--- src/rtl/ceespu_execute_pipe.sv ---
// ceespu execute stage: single-cycle ALU, iterative mul/div, branch resolve,
// store lane formatting and the EX/MEM pipeline register.
module ceespu_execute_pipe #(
    parameter int XLEN = 32,
    parameter int PCW  = 14,
    parameter int REGW = 5
) (
    input  logic              I_clk,
    input  logic              I_rst,
    input  logic              I_valid,
    input  logic              I_flush,
    input  logic [3:0]        I_aluop,
    input  logic [XLEN-1:0]   I_dataA,
    input  logic [XLEN-1:0]   I_dataB,
    input  logic [XLEN-1:0]   I_storeData,
    input  logic [1:0]        I_selCin,
    input  logic              I_we,
    input  logic [REGW-1:0]   I_regD,
    input  logic              I_memE,
    input  logic              I_memWe,
    input  logic [1:0]        I_selMem,
    input  logic              I_isBranch,
    input  logic [2:0]        I_branchop,
    input  logic              I_prediction,
    input  logic [PCW-1:0]    I_PC,
    input  logic [PCW-1:0]    I_branchTarget,
    output logic [XLEN-1:0]   O_memAddress,
    output logic [XLEN-1:0]   O_storeData,
    output logic [XLEN/8-1:0] O_memWe,
    output logic              O_memE,
    output logic              O_misaligned,
    output logic              O_busy,
    output logic              O_branch_taken,
    output logic              O_branch_mispredict,
    output logic [PCW-1:0]    O_branchTarget,
    output logic              O_valid,
    output logic              O_we,
    output logic [REGW-1:0]   O_regD,
    output logic [XLEN-1:0]   O_result,
    output logic [1:0]        O_selMem,
    output logic [PCW-1:0]    O_PC
);

    localparam int NB = XLEN / 8;
    localparam int SW = $clog2(XLEN);
    localparam int LB = $clog2(NB);
    localparam int CW = SW + 1;

    typedef enum logic [1:0] {S_IDLE, S_MUL, S_DIV, S_DONE} state_t;

    state_t            state, state_nx;
    logic [CW-1:0]     cnt, cnt_nx;
    logic [2*XLEN-1:0] acc, acc_nx;
    logic [XLEN-1:0]   opa;
    logic              md_hi;
    logic              c_flag;

    logic              is_md, md_start, accept, is_addsub;
    logic [XLEN:0]     mul_sum;
    logic [XLEN:0]     div_sh;
    logic              div_ge;
    logic [XLEN-1:0]   div_df;
    logic [XLEN-1:0]   md_res;

    assign is_md     = (I_aluop[3:2] == 2'b10);
    assign is_addsub = (I_aluop[3:1] == 3'b000);
    assign md_start  = (state == S_IDLE) & I_valid & is_md & ~I_flush;
    assign O_busy    = md_start | (state == S_MUL) | (state == S_DIV);
    assign accept    = I_valid & ~O_busy & ~I_flush;

    // acc holds {hi, lo}: product or {remainder, quotient}
    assign mul_sum = {1'b0, acc[2*XLEN-1:XLEN]}
                   + (acc[0] ? {1'b0, opa} : {(XLEN+1){1'b0}});
    assign div_sh  = acc[2*XLEN-1:XLEN-1];
    assign div_ge  = (div_sh >= {1'b0, opa});
    assign div_df  = div_sh[XLEN-1:0] - opa;
    assign md_res  = md_hi ? acc[2*XLEN-1:XLEN] : acc[XLEN-1:0];

    always_comb begin
        state_nx = state;
        cnt_nx   = cnt;
        acc_nx   = acc;
        case (state)
            S_IDLE: begin
                if (md_start) begin
                    state_nx = I_aluop[1] ? S_DIV : S_MUL;
                    cnt_nx   = CW'(XLEN);
                    acc_nx   = {{XLEN{1'b0}}, I_aluop[1] ? I_dataA : I_dataB};
                end
            end
            S_MUL: begin
                acc_nx = {mul_sum, acc[XLEN-1:1]};
                cnt_nx = cnt - CW'(1);
                if (cnt == CW'(1)) state_nx = S_DONE;
            end
            S_DIV: begin
                acc_nx = {div_ge ? div_df : div_sh[XLEN-1:0],
                          acc[XLEN-2:0], div_ge};
                cnt_nx = cnt - CW'(1);
                if (cnt == CW'(1)) state_nx = S_DONE;
            end
            default: state_nx = S_IDLE;
        endcase
        if (I_flush) state_nx = S_IDLE;
    end

    always_ff @(posedge I_clk) begin
        if (I_rst) begin
            state <= S_IDLE;
            cnt   <= '0;
            acc   <= '0;
            opa   <= '0;
            md_hi <= 1'b0;
        end else begin
            state <= state_nx;
            cnt   <= cnt_nx;
            acc   <= acc_nx;
            if (md_start) begin
                opa   <= I_aluop[1] ? I_dataB : I_dataA;
                md_hi <= I_aluop[0];
            end
        end
    end

    logic            cin;
    logic [XLEN-1:0] b_eff;
    logic [XLEN:0]   sum;
    logic [SW-1:0]   shamt;
    logic [XLEN-1:0] alu_res;

    assign shamt = I_dataB[SW-1:0];
    assign b_eff = I_aluop[0] ? ~I_dataB : I_dataB;
    assign sum   = {1'b0, I_dataA} + {1'b0, b_eff} + (XLEN+1)'(cin);

    always_comb begin
        unique case (I_selCin)
            2'd0:    cin = 1'b0;
            2'd1:    cin = c_flag;
            2'd2:    cin = ~c_flag;
            default: cin = 1'b1;
        endcase
    end

    always_comb begin
        alu_res = I_dataB;
        case (I_aluop)
            4'd0, 4'd1: alu_res = sum[XLEN-1:0];
            4'd2:  alu_res = I_dataA & I_dataB;
            4'd3:  alu_res = I_dataA | I_dataB;
            4'd4:  alu_res = I_dataA ^ I_dataB;
            4'd5:  alu_res = I_dataA << shamt;
            4'd6:  alu_res = I_dataA >> shamt;
            4'd7:  alu_res = $signed(I_dataA) >>> shamt;
            4'd8, 4'd9, 4'd10, 4'd11: alu_res = md_res;
            4'd12: alu_res = XLEN'(I_dataA < I_dataB);
            4'd13: alu_res = XLEN'($signed(I_dataA) < $signed(I_dataB));
            default: alu_res = I_dataB;
        endcase
    end

    always_ff @(posedge I_clk) begin
        if (I_rst) begin
            O_valid  <= 1'b0;
            O_we     <= 1'b0;
            O_regD   <= '0;
            O_result <= '0;
            O_selMem <= '0;
            O_PC     <= '0;
            c_flag   <= 1'b0;
        end else begin
            O_valid <= accept;
            O_we    <= accept & I_we;
            if (accept) begin
                O_regD   <= I_regD;
                O_result <= alu_res;
                O_selMem <= I_selMem;
                O_PC     <= I_PC;
            end
            if (accept & is_addsub) c_flag <= sum[XLEN];
        end
    end

    logic [NB-1:0] lane_we;
    logic          mis_raw;

    assign O_memAddress = I_dataA + I_dataB;

    always_comb begin
        O_storeData = I_storeData;
        lane_we     = '1;
        mis_raw     = 1'b0;
        unique case (I_selMem)
            2'd1: begin
                O_storeData = {(NB/2){I_storeData[15:0]}};
                lane_we     = NB'(3) << {O_memAddress[LB-1:1], 1'b0};
                mis_raw     = O_memAddress[0];
            end
            2'd2: begin
                O_storeData = {NB{I_storeData[7:0]}};
                lane_we     = NB'(1) << O_memAddress[LB-1:0];
            end
            default: mis_raw = |O_memAddress[LB-1:0];
        endcase
    end

    assign O_misaligned = I_valid & I_memE & mis_raw;
    assign O_memE  = I_memE & I_valid & ~O_busy & ~I_flush & ~O_misaligned;
    assign O_memWe = (O_memE & I_memWe) ? lane_we : '0;

    always_comb begin
        unique case (I_branchop)
            3'd0:    O_branch_taken = (I_dataA == I_dataB);
            3'd1:    O_branch_taken = (I_dataA != I_dataB);
            3'd2:    O_branch_taken = (I_dataA < I_dataB);
            3'd3:    O_branch_taken = (I_dataA >= I_dataB);
            3'd4:    O_branch_taken = ($signed(I_dataA) < $signed(I_dataB));
            3'd5:    O_branch_taken = ($signed(I_dataA) >= $signed(I_dataB));
            3'd6:    O_branch_taken = 1'b1;
            default: O_branch_taken = c_flag;
        endcase
    end

    assign O_branch_mispredict = I_valid & I_isBranch & ~I_flush
                               & (O_branch_taken != I_prediction);
    assign O_branchTarget = I_prediction ? I_PC : I_branchTarget;

endmodule

--- config.mk ---
export PLATFORM = sky130hd
export DESIGN_NAME = ceespu_execute_pipe
export DESIGN_NICKNAME = d
export VERILOG_FILES = /design/src/rtl/ceespu_execute_pipe.sv
export SDC_FILE = /design/constraint.sdc
export NUM_CORES = 1
export LEC_CHECK = 0
export ABC_AREA = 1
export BUFFER_PORTS_ARGS = -buffer_cell sky130_fd_sc_hd__buf_2
export CORE_UTILIZATION = 40
export DETAILED_ROUTE_END_ITERATION = 12
export MAX_ROUTING_LAYER = met4
export SLEW_MARGIN = 30
export SYNTH_ARGS = -nofsm -noshare
export SYNTH_HDL_FRONTEND = slang
export SYNTH_SLANG_ARGS = --single-unit
--- constraint.sdc ---
create_clock -name I_clk -period 3.4 [get_ports I_clk]
set_input_delay 0.34 -clock I_clk [delete_from_list [all_inputs] [get_ports I_clk]]
set_output_delay 0.34 -clock I_clk [all_outputs]
set_load 0.005 [all_outputs]
# Yosys cells after proc, flatten, opt, wreduce, memory -nomap -nowiden
# Index checks and enable logic that the tools add are counted.
[op_classes]
bitwise = 26
n_addsub = 6
n_reduce_logical = 15
n_eq_ne = 32
shift = 5
mux = 22
magnitude_cmp = 5
[op_table]
columns = ["cell", "n"]
rows = [
  ["one-hot mux 32 bit (10 select lines)", 1],
  ["2-to-1 mux 32 bit", 6],
  ["one-hot mux 64 bit (3 select lines)", 1],
  ["adder 32 x 32 -> 33 bit", 2],
  [">= comparator 32 bit", 2],
  ["< comparator 32 bit", 2],
  ["2-to-1 mux 64 bit", 1],
  ["one-hot mux 32 bit (2 select lines)", 1],
  ["adder 33 x 1 -> 33 bit", 1],
  [">= comparator 33 x 32 -> 1 bit", 1],
  ["adder 32 bit", 1],
  ["AND 32 bit", 1],
  ["== test 32 bit", 1],
  ["!= test 32 bit", 1],
  ["NOT 32 bit", 1],
  ["bitwise OR 32 bit", 1],
  ["left shift 32 x 5 -> 32 bit", 1],
  ["right shift 32 x 5 -> 32 bit", 1],
  [">>> shifter 32 x 5 -> 32 bit", 1],
  ["subtractor 32 bit", 1],
  ["bitwise XOR 32 bit", 1],
  ["== test 4 bit, second input constant", 6],
  ["AND 1 bit", 16],
  ["== test 4 x 3 -> 1 bit, second input constant", 4],
  ["34 further kinds", 56],
]
[word_totals]
out_inout_bits = 142
in_bits = 149
regBits = 161
wordCells = 123

# Longest topological paths before layout
[logic_depth]
word_depth = 12
depth_mapped = 23
ltp_nobuf = 20

# Worst setup path before layout
# Ideal clock, no wire load.
[synth_path]
kind = "input to register"
start = "input port I_dataB[0]"
end = "register O_result[28]"
t_required_ns = 3.330
arrival_time_ns = 2.801
setup_ns = 0.070
slack_ns = 0.529
path_stages = 21
n_path_buf = 3
path_cell_list = "buf_6 > buf_6 > buf_2 > xor2_1 > fa_1 > fa_1 > nand2_1 > nand2_1 > o21ai_0 > o21ai_1 > nand2_1 > nand2_1 > nand2_1 > nand2_1 > nand2_1 > nand2_1 > nand2_1 > nand3_1 > nand2_1 > nand2_1 > a21oi_1"
[synth_between]
elab_chain_len = 5
word_cells_on_any_way = 8
classes_between = "2 x add/sub; 3 x shift; 2 x mux; 1 x bitwise"
[synth_lines]
columns = ["element", "line_no", "source"]
rows = [
  ["start: declaration", "14", "input logic [XLEN-1:0] I_dataB,"],
  ["NOT 32 bit", "132", "assign b_eff = I_aluop[0] ? ~I_dataB : I_dataB;"],
  ["2-to-1 mux 32 bit", "132", ""],
  ["adder 32 x 32 -> 33 bit", "133", "assign sum = {1'b0, I_dataA} + {1'b0, b_eff} + (XLEN+1)'(cin);"],
  ["adder 33 x 1 -> 33 bit", "133", ""],
  ["one-hot mux 32 bit (10 select lines) *", "146", "case (I_aluop)"],
  ["end signal: assignment", "175", "O_result <= alu_res;"],
  ["end: declaration", "39", "output logic [XLEN-1:0] O_result,"],
]
# Every way passes the cells marked *; elsewhere a longest branch is shown, timed or not.
# A chain may end at the register's enable or synchronous reset.

# Worst setup path in the final report
[layout_path]
start = "input port I_dataB[9]"
end = "output port O_memAddress[30]"
[layout_between]
elab_chain_len = 1
[layout_lines]
columns = ["element", "line_no", "source"]
rows = [
  ["adder 32 bit", "186", "assign O_memAddress = I_dataA + I_dataB;"],
  ["end: declaration", "27", "output logic [XLEN-1:0] O_memAddress,"],
]
# Every way passes these cells.

==> impl_metrics.csv <==
group,metric,value,unit
grt,vias_in_the_first_global_route,27936,
critical_path,ff2ff_path_depth,19,
routing,drtPass1Iterations,6,
hold_path,min_delay_path_depth,3,
floorplan,placeableCoreArea,56600,µm²
grt,grt_max_degree,78,
clock_tree,clk_root_buffer_cell,"sky130_fd_sc_hd__clkbuf_16",
hold_path,hold_path.class,"primary input to flop",
sta,setup_viol_count_final,0,
grt,globalRoute.totalOverflow,0,
clock_tree,cts_resized,0,
pwr,ir_drop,0.000408,V
routing,via_per_inst,5.79,
routing,top_signal_layer_used,"met4",
clock_tree,cts-root-to-sink-buffers,2,
routing,detailroute.wirelength.met2,55000,µm
routing,detailroute.wirelength.met3,11300,µm
floorplan,initial_core_util,40.6,%
pwr,p_clk_share,25.4,%
yosys,async_reset_ff_share,0,%
routing,detail_route.iter0.violations,3781,
yosys,syn_inst_count,4037,
pwr,internal_power,4.37,mW
grt,grt_pass1_wl,184000,µm
sta,finClkSkew,0.0237,ns
sta,fin_setup_tns,0,ns
pwr,p_seq_share,24.7,%
yosys,cell_types_occupying_the_most_area_after_synthesis,"sky130_fd_sc_hd__nand2_1 20%, sky130_fd_sc_hd__dfxtp_1 14%, sky130_fd_sc_hd__ha_1 11%, sky130_fd_sc_hd__a21oi_1 9.1%, sky130_fd_sc_hd__o21ai_0 7.2%",
floorplan,die_w,242,µm
critical_path,worst_path_max_delay_cell,"sky130_fd_sc_hd__ha_1",
pwr,p_sw_share,47.7,%
final_layout,final_cell_count_no_fill,5151,
placement,io_buffer_count,290,
clock_tree,reg_clk_slew_reported_paths,0.08,ns
clock_tree,post-cts-setup-buffers,0,
routing,final_ant_viol_nets,0,
yosys,ys_ff_latch,161,
pwr,power.net_switching,3.99,mW
clock_tree,tritoncts.num_buffers,17,
sta,clock.fmax,298,MHz
clock_tree,tritoncts,"yes",
yosys,syn_area,23000,µm²
sta,hold_slack,0.0733,ns
status,status,"completed",
final_layout,drive_gt1_share,14.4,%
pwr,combinationalPowerShare,49.9,%
grt,grt.total_usage,43.7,%
critical_path,timing.critical_path.slowest_cell_delay,0.39,ns
critical_path,worstSetupEndpointType,"output pin",
critical_path,timing.setup.critical_path_class,"primary input to output pin",
critical_path,critical_path_required,3.06,ns
final_layout,synthToLayoutAreaGrowth,17.2,%
grt,grt_antenna_before_repair,10,
routing,finalWirelength,127000,µm
routing,route.layer.met1.wl,53300,µm
job,max_cap_violations,0,
sta,grt_setup_unrepaired,"false",
yosys,synth_warnings,0,
yosys,yosysSeqAreaShare,14.0,%
routing,vias,29822,
yosys,postSynthAreaPerCell,5.69,µm²
pwr,power_leakage,13.7,nW
critical_path,crit_fanout,5,
placement,gp_congestion,1.09,
pwr,power.density_cell_area,310,nW/µm²
sta,final_min_period_over_clock_period,98.5,%
yosys,synth_fp_nets,4392,
sta,maxSlewHeadroom,40.1,%
floorplan,io_pins,291,
placement,post-place-cells,5110,
sta,maxSlewViolCount,0,
yosys,post-synth-top-area-fraction,20.2,%
final_layout,final_core_util,47.6,%
critical_path,critPathLaunchType,"primary input",
routing,drc_errors,0,
yosys,synth_largest_area_cell,"sky130_fd_sc_hd__nand2_1",
routing,wire_per_inst,24.6,µm
floorplan,die_boundary_height,242,µm
placement,place.detailed.hpwl,104000,µm
floorplan,area_of_the_die,58400,µm²
clock_tree,htree_num_levels,4,
sta,final_hold_viol_count,0,
critical_path,worstPathCellList,"buf_2, inv_1, ha_1, a21oi_1, inv_1, a21oi_1, o21ai_0, nand2_1, nand3_1, buf_4, nand2_1, nand2_1, a21oi_1, xor2_1, buf_2",
clock_tree,ctsHoldBuffers,0,
yosys,synth_edf_count,0,
yosys,ys_types,53,
sta,tightest_slew,0.898,ns
yosys,synth-main-ff-cell,"sky130_fd_sc_hd__dfxtp_1",
floorplan,num_rows,87,
sta,post-route-min-period,3.35,ns
clock_tree,tritoncts_num_sinks,161,
clock_tree,clk-insertion-delay-late,0.52,ns
critical_path,cp_data_arrival_time,3.01,ns
final_layout,num-nets-final,4728,
[cells in the final DEF (no fill, tap or decap), types with 15 or more instances in the layout]
cell,instances
sky130_fd_sc_hd__buf_2,288
sky130_fd_sc_hd__dfxtp_1,161
sky130_fd_sc_hd__o22ai_1,42
sky130_fd_sc_hd__clkbuf_16,17
sky130_fd_sc_hd__o211ai_1,51
sky130_fd_sc_hd__ha_1,200
sky130_fd_sc_hd__a211oi_1,26
sky130_fd_sc_hd__nor3_1,33
sky130_fd_sc_hd__o21ai_0,330
sky130_fd_sc_hd__xor2_1,64
sky130_fd_sc_hd__o21ai_1,66
sky130_fd_sc_hd__nand4_1,25
sky130_fd_sc_hd__nor2_1,240
sky130_fd_sc_hd__nor4_1,16
sky130_fd_sc_hd__nand3_1,219
sky130_fd_sc_hd__o21bai_1,19
sky130_fd_sc_hd__nand3b_1,43
sky130_fd_sc_hd__a21o_1,17
sky130_fd_sc_hd__o21a_1,26
sky130_fd_sc_hd__inv_2,15
sky130_fd_sc_hd__inv_1,405
sky130_fd_sc_hd__a21oi_1,419
sky130_fd_sc_hd__buf_4,229
sky130_fd_sc_hd__a31oi_1,48
sky130_fd_sc_hd__nand2_1,1237
sky130_fd_sc_hd__xnor2_1,15
[synthesized netlist by cell type, types with 10 or more instances]
cell type                  number
sky130_fd_sc_hd__a211oi_1      26
sky130_fd_sc_hd__a21o_1        17
sky130_fd_sc_hd__a21oi_1      420
sky130_fd_sc_hd__a31oi_1       48
sky130_fd_sc_hd__buf_1         17
sky130_fd_sc_hd__buf_2         54
sky130_fd_sc_hd__buf_4         14
sky130_fd_sc_hd__buf_6         14
sky130_fd_sc_hd__clkbuf_1     111
sky130_fd_sc_hd__dfxtp_1      161
sky130_fd_sc_hd__ha_1         201
sky130_fd_sc_hd__inv_1        408
sky130_fd_sc_hd__inv_2         11
sky130_fd_sc_hd__nand2_1     1238
sky130_fd_sc_hd__nand2_2       10
sky130_fd_sc_hd__nand3_1      220
sky130_fd_sc_hd__nand3b_1      43
sky130_fd_sc_hd__nand4_1       25
sky130_fd_sc_hd__nor2_1       241
sky130_fd_sc_hd__nor2_2        12
sky130_fd_sc_hd__nor3_1        33
sky130_fd_sc_hd__nor4_1        16
sky130_fd_sc_hd__o211ai_1      51
sky130_fd_sc_hd__o21a_1        26
sky130_fd_sc_hd__o21ai_0      330
sky130_fd_sc_hd__o21ai_1       66
sky130_fd_sc_hd__o21bai_1      20
sky130_fd_sc_hd__o22ai_1       42
sky130_fd_sc_hd__or2_2         10
sky130_fd_sc_hd__xnor2_1       15
sky130_fd_sc_hd__xor2_1        64
[sequential cells by signal (all words and copies together) (netlist names)]
signal    cells
O_PC         14
O_regD        5
O_result     32
O_selMem      2
O_valid       1
O_we          1
acc          64
c_flag        1
cnt           6
md_hi         1
opa          32
state         2
[power by group through the flow]
stage / sequential [mW] / clock, mW / combinational (mW)
after global routing: 2.07 / 2.21 / 4.47
after detailed placement: 2.10 / 0 / 4.02
after global placement: 2.10 / 0 / 4.03
final: 2.06 / 2.13 / 4.17
after floorplan: 2.08 / 0 / 2.35
after CTS: 2.06 / 2.15 / 4.04
[final cells by class]
cell class              instances  area, µm²
multi-input cells            3242      17200
inverters                     424       1590
diodes                          9       22.5
well taps                     756        946
clock buffers                  17        425
flip-flops and latches        161       3220
fillers                      6396      29700
clock inverters                15        186
repair buffers                527       3360
[stage by stage]
step	instance area, µm²	setup slack, ns	power (mW)
finish	26900	0.0495	8.36
global route	26900	0.0107	8.76
detailed placement	26300	0.0634	6.12
global placement	26300	0.0290	6.14
CTS	26900	0.0601	8.25
floorplan	23000	0.529	4.43
[cell families after synthesis]
family | after synthesis | synth area share [%]
adder cells (fa/ha/maj) | 206 | 11.4
XOR/XNOR | 79 | 3.01
AND/OR/NAND/NOR | 1868 | 33.8
buffers and inverters | 634 | 11.3
multiplexers | 5 | 0.218
flip-flops | 161 | 14.0
AO/OA/AOI/OAI | 1084 | 26.2
[routing by layer]
metal | up-vias | track usage [%]
met2 | 1487 | 66.3
met4 | 0 | 22.0
li1 | 14129 | -
met3 | 267 | 7.14
met1 | 13939 | 55.9
met5 | - | -
[worst max-delay path: cells and delay by family]
family / cells / cell delay, ns
buffers and inverters: 5 / 0.81
xor gates and xnor gates: 1 / 0.18
adders and majority gates: 1 / 0.39
AOI/OAI and AO/OA: 4 / 0.81
and+or+nand+nor: 4 / 0.49
[path summary, 6_finish.rpt]
path | end | start | slack [ns]
worst max-delay path | O_memAddress[30] | I_dataB[9] | 0.05
worst min-delay path | O_regD[4] | I_regD[4] | 0.07
worst max register to register | O_result[24] | c_flag | 0.14
worst min register to register | O_PC[9] | O_PC[9] | 0.46
No activity file was read; power rests on OpenSTA's default activity.
